## config.mk

```make
export PLATFORM = sky130hd
export DESIGN_NAME = instr_encoder
export DESIGN_NICKNAME = d
export VERILOG_FILES = /design/src/rtl/instr_encoder.sv
export SDC_FILE = /design/constraint.sdc
export NUM_CORES = 1
export LEC_CHECK = 0
export ABC_AREA = 1
export CELL_PAD_IN_SITES_DETAIL_PLACEMENT = 1
export CELL_PAD_IN_SITES_GLOBAL_PLACEMENT = 2
export CORE_UTILIZATION = 22
export DETAILED_ROUTE_END_ITERATION = 8
export GPL_TIMING_DRIVEN = 0
export PLACE_DENSITY = 0.89
export SYNTH_ARGS = -nofsm -noshare
export SYNTH_HDL_FRONTEND = slang
export SYNTH_SLANG_ARGS = --single-unit
```

## constraint.sdc

```tcl
create_clock -name clk -period 1.8 [get_ports clk]
set_input_delay 0.36 -clock clk [delete_from_list [all_inputs] [get_ports clk]]
set_output_delay 0.36 -clock clk [all_outputs]
set_load 0.02 [all_outputs]
```

## src/rtl/instr_encoder.sv

```systemverilog
// instr_encoder: packs MIPS R/I/J fields into 32-bit instruction words and
// streams them into instruction memory at consecutive word addresses.
// Acts as the program loader ahead of the core.
module instr_encoder #(
    parameter int ADDR_W    = 8,
    parameter int BASE_ADDR = 0,
    parameter int DEPTH     = 256
) (
    input  logic              clk,
    input  logic              rst_n,
    input  logic              start,
    input  logic              in_valid,
    output logic              in_ready,
    input  logic [1:0]        fmt,
    input  logic [5:0]        op,
    input  logic [4:0]        rs,
    input  logic [4:0]        rt,
    input  logic [4:0]        rd,
    input  logic [4:0]        sh,
    input  logic [5:0]        fn,
    input  logic [15:0]       imm,
    input  logic [25:0]       target,
    input  logic              last,
    output logic              mem_we,
    output logic [ADDR_W-1:0] mem_addr,
    output logic [31:0]       mem_wdata,
    output logic              busy,
    output logic              done,
    output logic [ADDR_W:0]   count,
    output logic              err_fmt,
    output logic              ovf
);

    localparam logic [ADDR_W-1:0] BASE_C  = ADDR_W'(BASE_ADDR);
    localparam logic [ADDR_W:0]   DEPTH_C = (ADDR_W+1)'(DEPTH);

    localparam logic [1:0] FMT_R   = 2'b00;
    localparam logic [1:0] FMT_I   = 2'b01;
    localparam logic [1:0] FMT_J   = 2'b10;

    typedef enum logic [1:0] {
        IDLE = 2'b00,
        LOAD = 2'b01,
        FIN  = 2'b10
    } state_t;

    state_t              state_reg;
    logic [ADDR_W-1:0]   addr_reg;
    logic [31:0]         word_next;
    logic [ADDR_W:0]     count_next;
    logic                accept;
    logic                fmt_bad;

    // Start always wins over a bundle presented in the same cycle.
    assign in_ready   = (state_reg == LOAD) && (count < DEPTH_C) && !start;
    assign accept     = in_valid && in_ready;
    assign fmt_bad    = (fmt == 2'b11);
    assign count_next = count + 1'b1;
    assign busy       = (state_reg != IDLE);
    assign done       = (state_reg == FIN);

    // Field packing; fields not used by the selected format are ignored.
    always_comb begin
        word_next = 32'd0;
        case (fmt)
            FMT_R:   word_next = {op, rs, rt, rd, sh, fn};
            FMT_I:   word_next = {op, rs, rt, imm};
            FMT_J:   word_next = {op, target};
            default: word_next = 32'd0;
        endcase
    end

    // Session FSM, address/count tracking and the registered IMEM write port.
    always_ff @(posedge clk or negedge rst_n) begin
        if (!rst_n) begin
            state_reg <= IDLE;
            addr_reg  <= BASE_C;
            count     <= '0;
            err_fmt   <= 1'b0;
            ovf       <= 1'b0;
            mem_we    <= 1'b0;
            mem_addr  <= '0;
            mem_wdata <= 32'd0;
        end else begin
            mem_we <= 1'b0;
            if (start) begin
                // Begin or abort-and-restart; a write registered last cycle
                // is already on the port and simply completes.
                state_reg <= LOAD;
                addr_reg  <= BASE_C;
                count     <= '0;
                err_fmt   <= 1'b0;
                ovf       <= 1'b0;
            end else begin
                case (state_reg)
                    LOAD: begin
                        if (accept) begin
                            if (fmt_bad) begin
                                // Illegal bundle is consumed without a write.
                                err_fmt <= 1'b1;
                                if (last) begin
                                    state_reg <= FIN;
                                end
                            end else begin
                                mem_we    <= 1'b1;
                                mem_addr  <= addr_reg;
                                mem_wdata <= word_next;
                                addr_reg  <= addr_reg + 1'b1;
                                count     <= count_next;
                                if (last) begin
                                    state_reg <= FIN;
                                end else if (count_next == DEPTH_C) begin
                                    ovf       <= 1'b1;
                                    state_reg <= FIN;
                                end
                            end
                        end
                    end
                    FIN:     state_reg <= IDLE;
                    default: state_reg <= state_reg;
                endcase
            end
        end
    end

endmodule
```

==> impl_results.md <==
* Die H at approximately 120 um
* Fin Clk Skew at about 0.0029 ns
* Cell Chain, Critical Path: clkdlybuf4s50_1
* Final Cycle Share at 96.60%
* FP Rows at 42
* Yosys top cell by area: dfrtp_1
* Final Critical Period at 1.739 ns
* Number of global-route vias before repair at between 3000 and 4000
* Max cap viols at 0
* Final Hold Viols at 0
* Mapped Area at 2998 um2
* Starting DRT DRC Count at 106
* Area growth, synth to finish at 66.82%
* Worst Hold Class: primary input to asynchronous set/reset pin
* Overall power at 0.005503 W
* Crit Path Category: flop to output pin
* Peak Freq at 575.1 MHz
* P per Cell Area at ~1100 nW/um2
* Layout Utilization at 37.76%
* Final setup viols at 0
* Slew at the pin closest to its max-slew limit at roughly 0.8 ns
* Number of flops mapped to enable cells by yosys at 0
* Synthesis Warnings at 0
* Placed wire-length estimate at 7.888 mm
* Leakage at 2.153 nW
* First-pass GRT wire length at 17.02 mm
* Clock sinks at 62
* Post-synth top area share at 51.75%
* Top Family by Delay on Critical Path: buffers and inverters
* Clk pin slew, worst setup/hold paths at ~0.05 ns
* Max incr delay on CP at between 0.6 and 0.7 ns
* Core area at 13240 um2
* Worst path bufs/invs at 1
* Slew Limit Fails at 0
* Vias at 3143
* R2R setup slack at 0.11 ns
* Chip width at 118.7 um
* CTS tree: yes
* Most frequent cell after synthesis: nand2_1
* Slew headroom at 45.17%
* Die area at ~14000 um2
* Root buf cell: clkbuf_16
* Area contributors post-synth: dfrtp_1 52%, nand2_1 18%, nor2_1 5.6%
* Reg with most FFs: mem_wdata
* #FFs+latches synth at 62
* Routed wire length per instance at 15.08 um
* CP Data Required Time at 1.44 ns
* Io pins at 136
* Worst path arrival time at between 1 and 1.5 ns
* N_diodes at 0
* Maximum fanout along the worst path at 4
* Skew-Pair Late Insertion Delay at 0.33 ns
* Status: finished, final reports clean
* Port Buf Inserts at 134
* Gr usage total at 15.57%
* Seq/Total Area, Yosys at around half
* Crit path capture type: output pin
* Max VDD drop at 0.4172 mV
* Layout cell share with drive strength beyond 1 at 11.32%
* Initial antenna violation count at 0
* Final WL at 10.64 mm
* Mapped Cells at about 370
* Synth Flop Type: dfrtp_1
* # H-tree levels at 3
* CTS buffer count at 9
* Syn nets at 457
* Drc violations at 0
* Setup crit start kind: flop
* Placer Congestion at 0.7832
* Syn Area/Cell at around 8.0 um2
* Hold buffer count at cts at 0
* Post-synth ARST share at between 90% and 100%
* 1st-pass router iterations at 4
* Cell variety after synth at 30
* Via density at 4.452
* Largest net degree at the start of global routing at 63
* Biggest regs: mem_wdata: 32 flops, count: 9 flops
* Design area at 5001 um2
* Routed Antenna Nets at 0
* Final net count at 609
* Starting Density at a little under a quarter
* Congestion Overflow GR at 0
* Slowest-stage cell, CP: clkdlybuf4s50_1
* Post-Place Cells at 683
* TNS Setup at 0 ns
* Final Non-Filler Cells at about 710
* CTS Buffer Depth at 2
* Largest register FFs at 32
* Most common library cells after synthesis: 147 x nand2_1, 62 x dfrtp_1, 45 x nor2_1
* Placed cell areas at 4557 um2
cell families (layout without fill, tap and decap cells):
kind of cell               count (synthesis)  after routing  synth area share, %
DFF                                       62             62                51.75
and+or+nand+nor                          218            218                29.72
adders and majority gates                  3              3                1.252
buffers and inverters                     40            197                5.759
AOI/OAI and AO/OA                         48             48                10.93
xor gates and xnor gates                   2              2               0.5844
worst register-to-register path, delay by kind of cell (launching register included):
kind,cells,cell delay (ns)
simple gates,11,0.99
flops,1,0.43
fa+ha+maj,1,0.17
layer usage:
metal,vias to the layer above,wire length [um],global-route usage [%],part of all wire [%]
met1,1517,4293,16.55,40
met2,92,5434,27.81,51
li1,1522,-,-,-
met4,0,138,6.171,1.3
met5,-,0,0,0
met3,12,777,5.598,7.3
repair_timing:
action / in CTS / in global routing
resized for setup: 14 / 24
pin swaps: 1 / 9
setup buffers: 3 / 6
setup endpoints to repair: 24 / 49
power breakdown:
| part | internal [W] | switching [W] | leakage [nW] |
|---|---|---|---|
| clock network | 0.00111 | 0.000643 | 0.142 |
| registers | 0.00171 | 0.000191 | 0.777 |
| logic | 0.000918 | 0.000928 | 1.23 |
| total | 0.00374 | 0.00176 | 2.15 |
path summary, 6_finish.rpt:
check,startpoint,endpoint,depth (start not counted)
max,count[0],count[0],1
min,rst_n,ovf,1
max reg2reg,count[0],state_reg[1],12
min reg2reg,mem_wdata[27],mem_wdata[27],2
max in group asynchronous,rst_n,count[0],1
min in group clk,start,ovf,2
metrics by stage:
step           hold slack [ns]  setup WS, ns
4_1_cts                 0.1711       0.01020
3_3_place_gp            0.4550        -1.933
6_report                0.1319       0.06111
3_5_place_dp            0.4617       -0.4287
5_1_grt                 0.2101      -0.01207
2_1_floorplan          0.06441        0.1052
cell type report:
class                           count  area [um2]
Clock buffer                       11       242.7
Timing Repair Buffer              143        1419
Tap cell                          176       220.2
Buffer                             13       83.83
Clock inverter                      5       58.81
Fill cell                        1619        8242
Sequential cell                    62        1555
Inverter                           25       93.84
Multi-Input combinational cell    271        1328
cells in the final DEF (no fill, tap or decap), drive strengths merged, types with 4 or more instances in the layout:
cell,count
clkdlybuf4s50,127
clkbuf,17
inv,25
nand3,11
a41oi,16
a31oi,10
o21ai,11
buf,18
o22ai,5
dfrtp,62
nand2,147
nor3,4
nor2,51
No activity file was read; power rests on OpenSTA's default activity.
